<file path="src/rtl/add_acc_pipe_pkg.sv">
// add_acc_pipe_pkg: shared mode and state enums for the registered adder/accumulator family.
package add_pkg;
  typedef enum logic {ADD_MODE_SUM, ADD_MODE_ACC} add_mode_e;
  typedef enum logic {ADD_EMPTY, ADD_FULL} add_state_e;
endpackage

</file>
<file path="src/rtl/add_acc_pipe_if.sv">
// add_acc_pipe_if: operand, handshake and result bundle between a producer and add_acc_pipe.
interface add_acc_if import add_pkg::*; #(parameter int WIDTH = 4, parameter int CNT_W = 8);
  logic             in_valid;
  logic             in_ready;
  logic [WIDTH-1:0] a;
  logic [WIDTH-1:0] b;
  add_mode_e        mode;
  logic             acc_clr;
  logic             out_valid;
  logic             out_ready;
  logic [WIDTH:0]   y;
  logic             ovf;
  logic [CNT_W-1:0] count;
  modport master (output in_valid, a, b, mode, acc_clr, out_ready,
                  input  in_ready, out_valid, y, ovf, count);
  modport slave  (input  in_valid, a, b, mode, acc_clr, out_ready,
                  output in_ready, out_valid, y, ovf, count);
endinterface

</file>
<file path="src/rtl/add_acc_pipe_core.sv">
// add_core: combinational SUM/ACC datapath; a same-cycle clear zeroes the accumulator before adding.
module add_core import add_pkg::*; #(parameter int WIDTH = 4) (
  input  logic [WIDTH-1:0] i_a,
  input  logic [WIDTH-1:0] i_b,
  input  logic [WIDTH:0]   i_acc,
  input  add_mode_e        i_mode,
  input  logic             i_clr,
  input  logic             i_sat,
  output logic [WIDTH:0]   o_result,
  output logic             o_ovf
);
  logic [WIDTH:0]   w_base;
  logic [WIDTH+1:0] w_sum;
  logic [WIDTH:0]   w_add;
  logic             w_acc_ovf;
  assign w_base    = i_clr ? '0 : i_acc;
  assign w_sum     = {1'b0, w_base} + (WIDTH+2)'(i_a);
  assign w_add     = (WIDTH+1)'(i_a) + (WIDTH+1)'(i_b);
  assign w_acc_ovf = w_sum[WIDTH+1];
  assign o_ovf     = (i_mode == ADD_MODE_ACC) & w_acc_ovf;
  assign o_result  = (i_mode == ADD_MODE_SUM) ? w_add :
                     (w_acc_ovf & i_sat)      ? '1    : w_sum[WIDTH:0];
endmodule

</file>
<file path="src/rtl/add_acc_pipe.sv">
// add_acc_pipe: one-deep registered adder/accumulator behind valid/ready with a transaction counter.
// Define ADD_ACC_SAT_EN to saturate ACC overflow to all-ones instead of wrapping.
module add_acc_pipe import add_pkg::*; #(parameter int WIDTH = 4, parameter int CNT_W = 8) (
  input  logic  clk,
  input  logic  rst_n,
  add_acc_if.slave bus
);
  add_state_e       r_state;
  logic [WIDTH:0]   r_y;
  logic [WIDTH:0]   r_acc;
  logic             r_ovf;
  logic [CNT_W-1:0] r_count;
  logic             w_accept;
  logic             w_sat;
  logic [WIDTH:0]   w_result;
  logic             w_ovf;
`ifdef ADD_ACC_SAT_EN
  assign w_sat = 1'b1;
`else
  assign w_sat = 1'b0;
`endif
  assign bus.out_valid = (r_state == ADD_FULL);
  assign bus.in_ready  = !bus.out_valid | bus.out_ready;
  assign bus.y         = r_y;
  assign bus.ovf       = r_ovf;
  assign bus.count     = r_count;
  assign w_accept      = bus.in_valid & bus.in_ready;
  add_core #(.WIDTH(WIDTH)) u_core (
    .i_a      (bus.a),
    .i_b      (bus.b),
    .i_acc    (r_acc),
    .i_mode   (bus.mode),
    .i_clr    (bus.acc_clr),
    .i_sat    (w_sat),
    .o_result (w_result),
    .o_ovf    (w_ovf)
  );
  always_ff @(posedge clk or negedge rst_n) begin
    if (!rst_n) begin
      r_state <= ADD_EMPTY;
      r_y     <= '0;
      r_ovf   <= 1'b0;
      r_acc   <= '0;
      r_count <= '0;
    end else begin
      r_state <= w_accept ? ADD_FULL : (bus.out_ready ? ADD_EMPTY : r_state);
      if (w_accept) begin
        r_y     <= w_result;
        r_ovf   <= w_ovf;
        r_count <= (bus.acc_clr ? '0 : r_count) + CNT_W'(1);
        if (bus.mode == ADD_MODE_ACC) r_acc <= w_result;
        else if (bus.acc_clr)         r_acc <= '0;
      end else if (bus.acc_clr) begin
        r_acc   <= '0;
        r_count <= '0;
      end
    end
  end
endmodule

</file>
<file path="src/flat_wrapper.sv">
// flat-port wrapper written by rule: the top's interface ports become plain ports
module add_acc_pipe_flat import add_pkg::*;
#(parameter int WIDTH = 4, parameter int CNT_W = 8)
  (clk, rst_n, bus_in_valid, bus_a, bus_b, bus_mode, bus_acc_clr, bus_out_ready, bus_in_ready, bus_out_valid, bus_y, bus_ovf, bus_count);
  add_acc_if #(.WIDTH(WIDTH), .CNT_W(CNT_W)) bus_i ();
  input  logic clk;
  input  logic rst_n;
  input wire logic [$bits(bus_i.in_valid)-1:0] bus_in_valid;
  input wire logic [$bits(bus_i.a)-1:0] bus_a;
  input wire logic [$bits(bus_i.b)-1:0] bus_b;
  input wire logic [$bits(bus_i.mode)-1:0] bus_mode;
  input wire logic [$bits(bus_i.acc_clr)-1:0] bus_acc_clr;
  input wire logic [$bits(bus_i.out_ready)-1:0] bus_out_ready;
  output wire logic [$bits(bus_i.in_ready)-1:0] bus_in_ready;
  output wire logic [$bits(bus_i.out_valid)-1:0] bus_out_valid;
  output wire logic [$bits(bus_i.y)-1:0] bus_y;
  output wire logic [$bits(bus_i.ovf)-1:0] bus_ovf;
  output wire logic [$bits(bus_i.count)-1:0] bus_count;
  assign bus_i.in_valid = bus_in_valid;
  assign bus_i.a = bus_a;
  assign bus_i.b = bus_b;
  assign bus_i.mode = bus_mode;
  assign bus_i.acc_clr = bus_acc_clr;
  assign bus_i.out_ready = bus_out_ready;
  assign bus_in_ready = bus_i.in_ready;
  assign bus_out_valid = bus_i.out_valid;
  assign bus_y = bus_i.y;
  assign bus_ovf = bus_i.ovf;
  assign bus_count = bus_i.count;
  add_acc_pipe #(.WIDTH(WIDTH), .CNT_W(CNT_W)) u_core (.clk(clk), .rst_n(rst_n), .bus(bus_i));
endmodule
</file>
<file path="config.mk">
export PLATFORM = sky130hd
export DESIGN_NAME = add_acc_pipe_flat
export DESIGN_NICKNAME = d
export VERILOG_FILES = /design/src/rtl/add_acc_pipe_pkg.sv /design/src/rtl/add_acc_pipe_if.sv /design/src/rtl/add_acc_pipe_core.sv /design/src/rtl/add_acc_pipe.sv /design/src/flat_wrapper.sv
export SDC_FILE = /design/constraint.sdc
export NUM_CORES = 1
export LEC_CHECK = 0
export CORE_MARGIN = 3
export CORE_UTILIZATION = 50
export CTS_CLUSTER_DIAMETER = 30
export DETAILED_ROUTE_END_ITERATION = 12
export DONT_BUFFER_PORTS = 1
export GPL_TIMING_DRIVEN = 0
export SYNTH_ARGS = -nofsm -noshare
export SYNTH_HDL_FRONTEND = slang
export SYNTH_HIERARCHICAL = 1
export SYNTH_SLANG_ARGS = --single-unit
</file>
<file path="constraint.sdc">
create_clock -name clk -period 2.75 [get_ports clk]
set_clock_uncertainty 0.2 [all_clocks]
set_input_delay 0.55 -clock clk [delete_from_list [all_inputs] [get_ports clk]]
set_output_delay 0.55 -clock clk [all_outputs]
set_load 0.1 [all_outputs]
</file>
# Yosys cells after proc, flatten, opt, wreduce, memory -nomap -nowiden
# Index checks and enable logic that the tools add are counted.
# word_totals
wordCells,21
inputBits,14
regBits,20
output_inout_bits,16
# op_classes
add_sub_neg,3
reduce_logical,2
bitwise,3
mux,8
# op_table
cell,n
two-way mux 5 bit,4
two-way mux 8 bit,2
"adder 8 x 1 -> 8 bit, second input constant",1
adder 5 x 4 -> 6 bit,1
adder 4 x 4 -> 5 bit,1
AND 1 bit,2
two-way mux 1 bit,2
nonzero test 2 bit,1
zero test 1 bit,1
OR 1 bit,1

# Logic depth before layout (Yosys ltp)
# depth
depth_word,5
depth_mapped,8
depth_no_buf,8

# Modules after synthesis
# The synthesis kept the hierarchy.
# modules_own_cells
mod,cells_each,area_per_inst_um2,instances,seq_area_each_um2
add_acc_pipe,75,923.4,1,500.5
add_core,51,412.9,1,0.0

# Worst setup path before layout
# OpenSTA, ideal clock, no wires.
# synth_path
kind,flip-flop to flip-flop
startpoint,reg u_core.r_state (netlist: u_core/bus.out_valid)
endpoint,reg u_core.r_acc[0]
required_time_ns,2.425
period_less_slack_ns,2.696
setup_time_ns,0.125
setup_slack_ns,0.054
path_stages_with_launch,5
arrival_time_ns,2.371
n_path_buf,0
cell_sequence,dfrtp_1 -> nor2b_4 -> inv_1 -> nand3_1 -> mux2_2
# synth_via
elab_chain_cells,4
# synth_lines
element,line,source
from (decl),add_acc_pipe.sv:8,add_state_e r_state;
from (signal assigned),add_acc_pipe.sv:46,r_state <= w_accept ? ADD_FULL : (bus.out_ready ? ADD_EMPTY : r_state);
zero test 1 bit,add_acc_pipe.sv:23,assign bus.in_ready = !bus.out_valid | bus.out_ready;
OR 1 bit,add_acc_pipe.sv:23,
via bus_in_ready,flat_wrapper.sv:14,output wire logic [$bits(bus_i.in_ready)-1:0] bus_in_ready;
AND 1 bit,add_acc_pipe.sv:27,assign w_accept = bus.in_valid & bus.in_ready;
two-way mux 5 bit,add_acc_pipe.sv:47,if (w_accept) begin
to (signal assigned),add_acc_pipe.sv:51,if (bus.mode == ADD_MODE_ACC) r_acc <= w_result;
to (decl),add_acc_pipe.sv:10,logic [WIDTH:0] r_acc;
# The timed path passes the listed nets, and every way through them passes these cells.
# A chain may end at the register's enable or synchronous reset.

# Worst setup path in the final report
# layout_path
startpoint,reg u_core.r_state (netlist: u_core/bus.out_valid)
endpoint,reg u_core.r_acc[4]
# Same word-level chain as after synthesis.

==> results by group <==
Place
  • Cells after DPL: 157
  • Area after DPL: 0.001378 mm2
  • I/O Buffers: 0
  • RD Place Congestion: 0.8710
  • Hpwl dp: 1916 um

Floorplan
  • I/O Pins: 30
  • Die H: 57.70 um
  • Width of the die: 57.70 um
  • FP Rows: 18
  • Initial core utilization: 0.5345
  • Core region area: 0.002500 mm2
  • Total die area: 0.003329 mm2

Logic synthesis
  • Synth top cells by count: dfrtp_1, nor2b_1, mux2_2, ha_1, inv_1
  • Mapped Cells: 126
  • Number of enable flip-flop cells after synthesis: 0
  • Async SR Flop Fraction: 1.000
  • Seq/Total Area, Yosys: 0.3745
  • Warnings from Yosys: 6
  • Most frequent cell after synthesis: dfrtp_1
  • Yosys cell types: 34
  • Main synth FF type: dfrtp_1
  • Syn Std Cell Area: 0.001336 mm2
  • Synth Area per Inst: 10.61 um2
  • Synth area leaders: dfrtp_1, mux2_2, ha_1
  • Post-synth top area cell: dfrtp_1
  • Top cell type's share of synthesized area: 0.3745
  • #FFs+latches synth: 20

Cells and area
  • Area grow syn2layout: 6.648%
  • Fin util: 0.5701
  • Fin nets: 158
  • Ant. Diodes: 0
  • Area of the multi-input gates: 800.8 um2
  • Share of cells above drive strength 1: 0.2197
  • Fillers: 236
  • FF+latch area: 501.7 um2
  • Post-route cell area: 0.001425 mm2
  • Non-Filler Instances: 162

STA
  • Final period util: 0.9583
  • Maximum clock frequency: 379.5 MHz
  • Slew @ Worst Pin: 1015 ps
  • Final setup violation count: 0
  • Min Tclk post-route: 2635 ps
  • WHS: 193.2 ps
  • RSZ-0062 raised after global routing: no
  • Max-slew violation count: 0
  • Final Hold Viols: 0
  • Max-slew headroom: 0.3235

Global route
  • First-pass GRT wire length: 3995 um
  • Largest net degree at the start of global routing: 21
  • Vias in the first global route: 850
  • GRT overflow: 0
  • Initial antenna violation count: 0
  • Gr usage total: 0.1560

Clock network
  • Clk slew on worst S/H paths: 110 ps
  • Post-CTS setup buffers: 0
  • Worst skew pair latency: 300 ps
  • Sinks on the clock net: 20
  • CTS H-tree lvls: 1
  • Maximum clock path buffer count: 2
  • CTS root buf: clkbuf_4
  • CTS tree: yes
  • Number of CTS-inserted buffers: 3

Worst setup path
  • Critical path class: reg2reg
  • CP Data Required Time: 2740 ps
  • Worst-path fanout max: 7
  • CP Capture Type: register
  • Nature of the critical path startpoint: register
  • Worst Path Arrival: 2620 ps

Power
  • Total power: 0.8246 mW
  • Worst vdd ir: 0.6235 mV
  • P_leak: 0.6650 nW
  • Pwr Density: 578.6 mW/mm2

Route
  • Routed vias: 901
  • DR WL/cell: 15.13 um
  • Final ANT Viol Nets: 0
  • Vias per cell: 5.562
  • Wirelength, routed: 2451 um
  • Detailed Route Iter0 Violations: 16
  • First-pass DRT Iterations: 4
  • # DRC: 0

Status
  • Status: finished clean

Run
  • Max-Cap Viols: 0

Hold path
  • HP Class: in2reg
-- flip-flops by register name, summed over array words and instances (netlist names) --
| signal | cells |
|---|---|
| u_core/bus.count | 8 |
| u_core/bus.y | 5 |
| u_core/bus.out_valid | 1 |
| u_core/bus.ovf | 1 |
| u_core/r_acc | 5 |
-- through the flow --
step | setup TNS (ps) | worst slack [ps]
3_3_place_gp | -1176 | -108.1
6_report | 0 | 114.6
4_1_cts | 0 | 125.3
5_1_grt | 0 | 54.64
3_5_place_dp | -1234 | -115.8
2_1_floorplan | 0 | 54.06
-- area by class of cell --
| type | count | area share |
|---|---|---|
| Sequential cell | 20 | 0.3521 |
| Multi-Input combinational cell | 97 | 0.5619 |
| Buffer | 1 | 0.003512 |
| Timing Repair Buffer | 1 | 0.007024 |
| Clock buffer | 4 | 0.02546 |
| Tap cell | 30 | 0.02634 |
| Inverter | 9 | 0.02370 |
-- critical path: stages (launching register included) --
cell and delay (ps):
dfrtp_2 620, nor2b_4 240, inv_1 680, nand3_1 410, mux2_2 370
-- cell usage in the layout, fill, tap and decap left out, drive strengths merged --
| cell type | Yosys | final |
|---|---|---|
| ha | 9 | 9 |
| xnor2 | 7 | 7 |
| nor2b | 16 | 16 |
| nand4 | 2 | 2 |
| nor3 | 2 | 2 |
| xor2 | 1 | 1 |
| a22oi | 1 | 1 |
| o21a | 1 | 1 |
| nand2 | 8 | 8 |
| a21o | 3 | 3 |
| dfrtp | 20 | 20 |
| fa | 2 | 2 |
| conb | 1 | 2 |
| inv | 9 | 9 |
| clkbuf | 1 | 5 |
| nand4b | 1 | 1 |
| mux2i | 1 | 1 |
| nor4 | 3 | 3 |
| mux2 | 14 | 14 |
| nor2 | 8 | 8 |
| o31ai | 2 | 2 |
| a21oi | 7 | 7 |
| nand2b | 1 | 1 |
| nand3 | 1 | 1 |
| a211oi | 1 | 1 |
| o21ai | 1 | 1 |
| o311ai | 1 | 1 |
| dlygate4sd3 | 0 | 1 |
| a2bb2oi | 1 | 1 |
| nand3b | 1 | 1 |
-- what timing repair did --
item / CTS / global route
hold buffers: 1 / 0
endpoints found under the hold margin: 20 / 0
resized for setup: 1 / 0
setup endpoints to repair: 13 / 0
-- logic make-up after synthesis --
group	Yosys count	synth area share
XOR/XNOR	8	0.05244
adder cells (fa/ha/maj)	11	0.1142
buffers and inverters	10	0.02902
flip-flops	20	0.3745
multiplexers	15	0.1255
AND/OR/NAND/NOR	43	0.1994
other	1	0.002806
AO/OA/AOI/OAI	18	0.1021
-- layer usage --
layer,GRT usage,part of all wire,up-vias
met5,0,0,-
met1,0.2368,0.49,418
met2,0.2161,0.42,32
met3,0.06013,0.077,2
li1,-,-,449
met4,0.01987,0.0053,0
-- worst paths after layout --
path,startpoint,endpoint,slack (ps),depth (start not counted)
worst max-delay path,u_core/bus.out_valid,u_core/r_acc[4],110,4
worst max register to register,u_core/bus.out_valid,u_core/r_acc[4],110,4
max in group asynchronous,rst_n,u_core/bus.out_valid,1120,1
worst min-delay path,bus_in_valid,u_core/bus.out_valid,190,2
worst min register to register,u_core/r_acc[1],u_core/r_acc[1],430,2
min in group asynchronous,rst_n,u_core/r_acc[0],620,1
-- power breakdown --
part           internal [mW]  switching [mW]  total (mW)
clock                 0.0807          0.0846       0.165
combinational         0.0700          0.0727       0.143
sequential             0.320           0.196       0.517
No activity file was read; power rests on OpenSTA's default activity.
